--- src/rtl/dm_arbiter_if.sv ---
// dm_arbiter_if: lane request/grant/read-return signals of both issue lanes
// together with the single data-memory port. The master side is the pipeline
// and memory environment; the slave side is the arbiter.
interface dm_arbiter_if #(
  parameter int AW = 9,
  parameter int DW = 16
);
  logic          p0_req;
  logic          p0_we;
  logic [AW-1:0] p0_addr;
  logic [DW-1:0] p0_wdata;
  logic          p0_gnt;
  logic          p0_rvalid;
  logic [DW-1:0] p0_rdata;

  logic          p1_req;
  logic          p1_we;
  logic [AW-1:0] p1_addr;
  logic [DW-1:0] p1_wdata;
  logic          p1_gnt;
  logic          p1_rvalid;
  logic [DW-1:0] p1_rdata;

  logic          stall;

  logic [AW-1:0] mem_addr;
  logic          mem_we;
  logic [DW-1:0] mem_wdata;
  logic [DW-1:0] mem_rdata;

  modport master (
    output p0_req, p0_we, p0_addr, p0_wdata,
    output p1_req, p1_we, p1_addr, p1_wdata,
    output mem_rdata,
    input  p0_gnt, p0_rvalid, p0_rdata,
    input  p1_gnt, p1_rvalid, p1_rdata,
    input  stall, mem_addr, mem_we, mem_wdata
  );

  modport slave (
    input  p0_req, p0_we, p0_addr, p0_wdata,
    input  p1_req, p1_we, p1_addr, p1_wdata,
    input  mem_rdata,
    output p0_gnt, p0_rvalid, p0_rdata,
    output p1_gnt, p1_rvalid, p1_rdata,
    output stall, mem_addr, mem_we, mem_wdata
  );
endinterface

--- src/rtl/dm_arbiter.sv ---
// dm_arbiter: serializes the two issue lanes onto a single-port synchronous
// data memory, p0 before p1. A two-request bundle costs one stall cycle and
// is counted in a saturating conflict counter.
// Optional feature: define DM_ARB_MERGE_EN to merge same-address bundles of
// the same direction (both reads or both writes) into one memory access.
module dm_arbiter #(
  parameter int AW    = 9,
  parameter int DW    = 16,
  parameter int CNT_W = 16
) (
  input  logic             clk,
  input  logic             rst,
  dm_arbiter_if.slave      bus,
  output logic [CNT_W-1:0] conflict_cnt
);

  typedef enum logic {IDLE, SPLIT} state_t;

  state_t        state;
  logic          both_req;
  logic          merge_ok;
  logic          p0_gnt_c;
  logic          p1_gnt_c;
  logic          stall_c;
  logic          we_c;
  logic [AW-1:0] addr_c;
  logic [DW-1:0] wdata_c;
  logic          p0_pend;
  logic          p1_pend;
  logic [DW-1:0] p0_rdata_q;
  logic [DW-1:0] p1_rdata_q;

  assign both_req = bus.p0_req && bus.p1_req;

`ifdef DM_ARB_MERGE_EN
  assign merge_ok = (bus.p0_addr == bus.p1_addr) && (bus.p0_we == bus.p1_we);
`else
  assign merge_ok = 1'b0;
`endif

  // Grant and memory-port selection from current state and requests; all
  // forced low while reset is asserted.
  always_comb begin
    p0_gnt_c = 1'b0;
    p1_gnt_c = 1'b0;
    stall_c  = 1'b0;
    we_c     = 1'b0;
    addr_c   = '0;
    wdata_c  = '0;
    if (rst) begin
      case (state)
        IDLE: begin
          if (both_req) begin
            p0_gnt_c = 1'b1;
            addr_c   = bus.p0_addr;
            we_c     = bus.p0_we;
            if (merge_ok) begin
              p1_gnt_c = 1'b1;
              wdata_c  = bus.p1_wdata;
            end else begin
              stall_c  = 1'b1;
              wdata_c  = bus.p0_wdata;
            end
          end else if (bus.p0_req) begin
            p0_gnt_c = 1'b1;
            addr_c   = bus.p0_addr;
            we_c     = bus.p0_we;
            wdata_c  = bus.p0_wdata;
          end else if (bus.p1_req) begin
            p1_gnt_c = 1'b1;
            addr_c   = bus.p1_addr;
            we_c     = bus.p1_we;
            wdata_c  = bus.p1_wdata;
          end
        end
        SPLIT: begin
          if (bus.p1_req) begin
            p1_gnt_c = 1'b1;
            addr_c   = bus.p1_addr;
            we_c     = bus.p1_we;
            wdata_c  = bus.p1_wdata;
          end
        end
        default: ;
      endcase
    end
  end

  assign bus.p0_gnt    = p0_gnt_c;
  assign bus.p1_gnt    = p1_gnt_c;
  assign bus.stall     = stall_c;
  assign bus.mem_addr  = addr_c;
  assign bus.mem_we    = we_c;
  assign bus.mem_wdata = wdata_c;

  // FSM: a conflict cycle moves to SPLIT and bumps the saturating counter.
  always_ff @(posedge clk or negedge rst) begin
    if (!rst) begin
      state        <= IDLE;
      conflict_cnt <= '0;
    end else begin
      case (state)
        IDLE: begin
          if (stall_c) begin
            state <= SPLIT;
            if (conflict_cnt != {CNT_W{1'b1}})
              conflict_cnt <= conflict_cnt + 1'b1;
          end
        end
        SPLIT:   state <= IDLE;
        default: state <= IDLE;
      endcase
    end
  end

  // Read return: a granted read is pending for one cycle, during which the
  // memory output is presented and then held for the lane.
  always_ff @(posedge clk or negedge rst) begin
    if (!rst) begin
      p0_pend    <= 1'b0;
      p1_pend    <= 1'b0;
      p0_rdata_q <= '0;
      p1_rdata_q <= '0;
    end else begin
      p0_pend <= p0_gnt_c && !bus.p0_we;
      p1_pend <= p1_gnt_c && !bus.p1_we;
      if (p0_pend) p0_rdata_q <= bus.mem_rdata;
      if (p1_pend) p1_rdata_q <= bus.mem_rdata;
    end
  end

  assign bus.p0_rvalid = p0_pend;
  assign bus.p1_rvalid = p1_pend;
  assign bus.p0_rdata  = p0_pend ? bus.mem_rdata : p0_rdata_q;
  assign bus.p1_rdata  = p1_pend ? bus.mem_rdata : p1_rdata_q;

endmodule

--- src/flat_wrapper.sv ---
// flat-port wrapper written by rule: the top's interface ports become plain ports
module dm_arbiter_flat 
#(
  parameter int AW    = 9,
  parameter int DW    = 16,
  parameter int CNT_W = 16
)
  (clk, rst, conflict_cnt, bus_p0_req, bus_p0_we, bus_p0_addr, bus_p0_wdata, bus_p1_req, bus_p1_we, bus_p1_addr, bus_p1_wdata, bus_mem_rdata, bus_p0_gnt, bus_p0_rvalid, bus_p0_rdata, bus_p1_gnt, bus_p1_rvalid, bus_p1_rdata, bus_stall, bus_mem_addr, bus_mem_we, bus_mem_wdata);
  dm_arbiter_if #(.AW(AW), .DW(DW)) bus_i ();
  input  logic clk;
  input  logic rst;
  output logic [CNT_W-1:0] conflict_cnt;
  input wire logic [$bits(bus_i.p0_req)-1:0] bus_p0_req;
  input wire logic [$bits(bus_i.p0_we)-1:0] bus_p0_we;
  input wire logic [$bits(bus_i.p0_addr)-1:0] bus_p0_addr;
  input wire logic [$bits(bus_i.p0_wdata)-1:0] bus_p0_wdata;
  input wire logic [$bits(bus_i.p1_req)-1:0] bus_p1_req;
  input wire logic [$bits(bus_i.p1_we)-1:0] bus_p1_we;
  input wire logic [$bits(bus_i.p1_addr)-1:0] bus_p1_addr;
  input wire logic [$bits(bus_i.p1_wdata)-1:0] bus_p1_wdata;
  input wire logic [$bits(bus_i.mem_rdata)-1:0] bus_mem_rdata;
  output wire logic [$bits(bus_i.p0_gnt)-1:0] bus_p0_gnt;
  output wire logic [$bits(bus_i.p0_rvalid)-1:0] bus_p0_rvalid;
  output wire logic [$bits(bus_i.p0_rdata)-1:0] bus_p0_rdata;
  output wire logic [$bits(bus_i.p1_gnt)-1:0] bus_p1_gnt;
  output wire logic [$bits(bus_i.p1_rvalid)-1:0] bus_p1_rvalid;
  output wire logic [$bits(bus_i.p1_rdata)-1:0] bus_p1_rdata;
  output wire logic [$bits(bus_i.stall)-1:0] bus_stall;
  output wire logic [$bits(bus_i.mem_addr)-1:0] bus_mem_addr;
  output wire logic [$bits(bus_i.mem_we)-1:0] bus_mem_we;
  output wire logic [$bits(bus_i.mem_wdata)-1:0] bus_mem_wdata;
  assign bus_i.p0_req = bus_p0_req;
  assign bus_i.p0_we = bus_p0_we;
  assign bus_i.p0_addr = bus_p0_addr;
  assign bus_i.p0_wdata = bus_p0_wdata;
  assign bus_i.p1_req = bus_p1_req;
  assign bus_i.p1_we = bus_p1_we;
  assign bus_i.p1_addr = bus_p1_addr;
  assign bus_i.p1_wdata = bus_p1_wdata;
  assign bus_i.mem_rdata = bus_mem_rdata;
  assign bus_p0_gnt = bus_i.p0_gnt;
  assign bus_p0_rvalid = bus_i.p0_rvalid;
  assign bus_p0_rdata = bus_i.p0_rdata;
  assign bus_p1_gnt = bus_i.p1_gnt;
  assign bus_p1_rvalid = bus_i.p1_rvalid;
  assign bus_p1_rdata = bus_i.p1_rdata;
  assign bus_stall = bus_i.stall;
  assign bus_mem_addr = bus_i.mem_addr;
  assign bus_mem_we = bus_i.mem_we;
  assign bus_mem_wdata = bus_i.mem_wdata;
  dm_arbiter #(.AW(AW), .DW(DW), .CNT_W(CNT_W)) u_core (.clk(clk), .rst(rst), .bus(bus_i), .conflict_cnt(conflict_cnt));
endmodule
--- config.mk ---
export PLATFORM = sky130hd
export DESIGN_NAME = dm_arbiter_flat
export DESIGN_NICKNAME = d
export VERILOG_FILES = /design/src/rtl/dm_arbiter_if.sv /design/src/rtl/dm_arbiter.sv /design/src/flat_wrapper.sv
export SDC_FILE = /design/constraint.sdc
export NUM_CORES = 1
export LEC_CHECK = 0
export ABC_CLOCK_PERIOD_IN_PS = 3600
export BUFFER_PORTS_ARGS = -buffer_cell sky130_fd_sc_hd__buf_2
export CAP_MARGIN = 20
export CORE_ASPECT_RATIO = 0.9
export CORE_MARGIN = 2
export CORE_UTILIZATION = 45
export CTS_CLUSTER_DIAMETER = 150
export CTS_CLUSTER_SIZE = 10
export DETAILED_ROUTE_END_ITERATION = 12
export PLACE_DENSITY = 0.84
export SYNTH_ARGS = -nofsm -noshare
export SYNTH_HDL_FRONTEND = slang
export SYNTH_SLANG_ARGS = --single-unit
--- constraint.sdc ---
create_clock -name clk -period 3.6 [get_ports clk]
set_input_delay 0.9 -clock clk [delete_from_list [all_inputs] [get_ports clk]]
set_output_delay 0.9 -clock clk [all_outputs]
set_load 0.05 [all_outputs]
==> results.md <==
* Post-place setup slack at 0.547 ns
* Share of cells above drive strength 1 at 0.472
* Final layout net count at 428
* Yosys reg bits at 51
* RSZ-0062 raised after global routing: no
* Reg2Reg Depth at 5
* DRC at 0
* Post-synthesis adder-cell area fraction at 0.00516
* Leading post-synthesis cells by cell area: dfrtp_1 (53%), mux2_1 (15%), a22o_1 (5.1%)
* Leading area contributor after synthesis: dfrtp_1
* Synth Warn # at 0
* Vias per inst at 5.16
* Clock group share of total power at 0.206
* Max IR drop VDD at 0.281 mV
* Commonest cells post-synth: dfrtp_1 (51), mux2_1 (32), nand2_1 (19)
* Hold-fix buffers, CTS at 0
* Die footprint at 0.00599 mm^2
* CTS tree: done
* Worst skew pair latency at 0.30 ns
* Gr ovfl total at 0
* Initial Util at 0.464
* Synth top area share at 0.526
* Mux share of post-synthesis cell area at 0.149
* GPL Wtd Cong at 0.798
* Total power at 1.94 mW
* CTS H-Tree Depth at 2
* Worst Path Required at 2.70 ns
* Dpl cells at 415
* Ant diodes at 0
* Final wirelength at 5.96 mm
* # Post-CTS Setup Buffers at 0
* Crit path launch type: input pin
* WP data arrival at 2.16 ns
* Pint at 1.08 mW
* Status: complete, no violations
* Post-Synth Simple-Gate Area at 0.143
* Pin count of the biggest net entering global routing at 52
* Non-Filler Instances at 423
* Sw frac at 0.441
* Area grow syn2layout at 38.5%
* Mapped Area at 0.00242 mm^2
* Vias at 2,182
* Std cell rows at 25
* Number of antenna violations at the first check in global routing at 0
* Largest family of logic cells by synthesized area: multiplexers
* Async SR Flop Fraction at 1.00
* Hold Path Depth at 1
* TritonRoute pass-1 iters at 4
* Compound-gate portion of the synthesized area at 0.0991
* CTS resizes at 0
* DP Area at 0.00324 mm^2
* Post-route cell area at 0.00336 mm^2
* Reg clk slew, reported paths at 0.09 ns
* Post-synthesis sequential area ratio at 0.526
* Most used DFF post-synth: dfrtp_1
* Unique cell type count in the Yosys netlist at 28
* First-pass GRT wire length at 9.22 mm
* Sequential share of power at 0.380
* Core area at 0.00522 mm^2
* ANT nets after route at 0
* Tightest hold margin at 0.485 ns
* Hold WC Path Type: reg2reg
* Sw power at 0.854 mW
* Slew headroom at 0.495
* Crit Path Category: in2out
* Clk_skew at 0.00685 ns
* Power per Cell Area at 576 mW/mm^2
* Max Clock Freq at 0.327 GHz
* Number of global-route vias before repair at 2,087
* Type of destination of the critical path: output pin
* Final setup margin at 0.538 ns
* # port buffers at 150
* Worst slew pin tran at 0.757 ns
* Post-Syn Instances at 206
* Max FO, Critical Path at 16
* Setup_tns at 0 ns
* CTS Buf Count at 5
* # setup viols final at 0
* Comb pwr share at 0.414
* Lkg Pwr at 1.79 nW
* Clk buf depth at 2
* Final Hold Fails at 0
* Top-level I/O count at 151
* First DRT Iteration DRCs at 57
* Synth Net Count at 279
* Count leader, synth: dfrtp_1
* Die Y at 73.6 um
* Wirelength per Cell at 14.1 um
* Tot GR Track Use at 0.198
* Final core occ at 0.643
* Hpwl dp at 4.72 mm
* Max Slew Vio Count at 0
* Die Wd at 81.4 um
* Final worst path period share at 0.850
* Crit path time final at 3.06 ns
* Synth Area in XOR/XNOR at 0.0542
* Clock sinks at 51
* Syn avg cell area at 11.8 um^2
* Clk root buf: clkbuf_8
* Max_cap viols at 0
* Post-synth EDFFs at 0
==> cells by family after synthesis <==
group	Yosys count
simple gates	64
buf+inv	15
fa+ha+maj	1
mux	32
flops	51
compound gates	28
xor+xnor	15
==> worst max-delay path: stages <==
cell and delay (ns):
buf_2 0.11, nor2b_1 0.16, and2_1 0.48, a22o_1 0.24, buf_2 0.26
==> layout make-up <==
class / count / area, um^2
flip-flops and latches: 51 / 1280
well taps: 67 / 83.8
fillers: 431 / 1860
clock buffers: 5 / 68.8
clock inverters: 3 / 46.3
inverters: 3 / 11.3
multi-input cells: 140 / 1090
repair buffers: 154 / 781
==> flip-flops by register name (all words and copies together), names as in the netlist <==
name	flops
u_core.bus.p0_rvalid	1
u_core.bus.p1_rvalid	1
u_core.conflict_cnt	16
u_core.p0_rdata_q	16
u_core.p1_rdata_q	16
u_core.state	1
==> layout by cell type (no fill, tap or decap), types with 2 or more instances in the layout <==
cell type and n:
nand4_1 6, nand2_1 19, xor2_1 7, clkbuf_8 5, and3_1 2, nor2b_1 3, mux2_1 32, buf_4 4
inv_1 2, a21boi_1 12, nand3_1 16, nor3_1 3, xnor2_1 8, nor4_1 2, dfrtp_1 51, nor2_1 5
a22o_1 14, buf_2 150
==> metal layers <==
| metal | GRT usage | up-vias | routed length (um) |
|---|---|---|---|
| li1 | - | 1033 | - |
| met1 | 0.242 | 1041 | 2430 |
| met2 | 0.349 | 97 | 3000 |
| met3 | 0.0356 | 11 | 397 |
| met4 | 0.0716 | 0 | 129 |
| met5 | 0 | - | 0 |
==> power groups by stage <==
| stage | combinational (mW) | clock [mW] | sequential, mW |
|---|---|---|---|
| detailed placement | 0.805 | 0 | 0.748 |
| finish | 0.801 | 0.399 | 0.736 |
| global route | 0.843 | 0.433 | 0.750 |
| CTS | 0.808 | 0.414 | 0.736 |
| global placement | 0.793 | 0 | 0.740 |
| floorplan | 0.517 | 0 | 0.822 |
==> worst paths after layout <==
path | slack (ns) | from | end
min | 0.48 | u_core.p0_rdata_q[4]$_DFF_PN0_ | u_core.p0_rdata_q[4]$_DFF_PN0_
min reg2reg | 0.48 | u_core.p0_rdata_q[4]$_DFF_PN0_ | u_core.p0_rdata_q[4]$_DFF_PN0_
max | 0.54 | bus_p0_req | bus_mem_addr[6]
max reg2reg | 1.76 | u_core.conflict_cnt[0]$_DFFE_PN0P_ | u_core.conflict_cnt[12]$_DFFE_PN0P_
max in group asynchronous | 2.29 | rst | u_core.p1_rdata_q[9]$_DFF_PN0_
min in group asynchronous | 0.89 | rst | u_core.conflict_cnt[12]$_DFFE_PN0P_
Note: power is estimated with default switching activity, not from simulation.
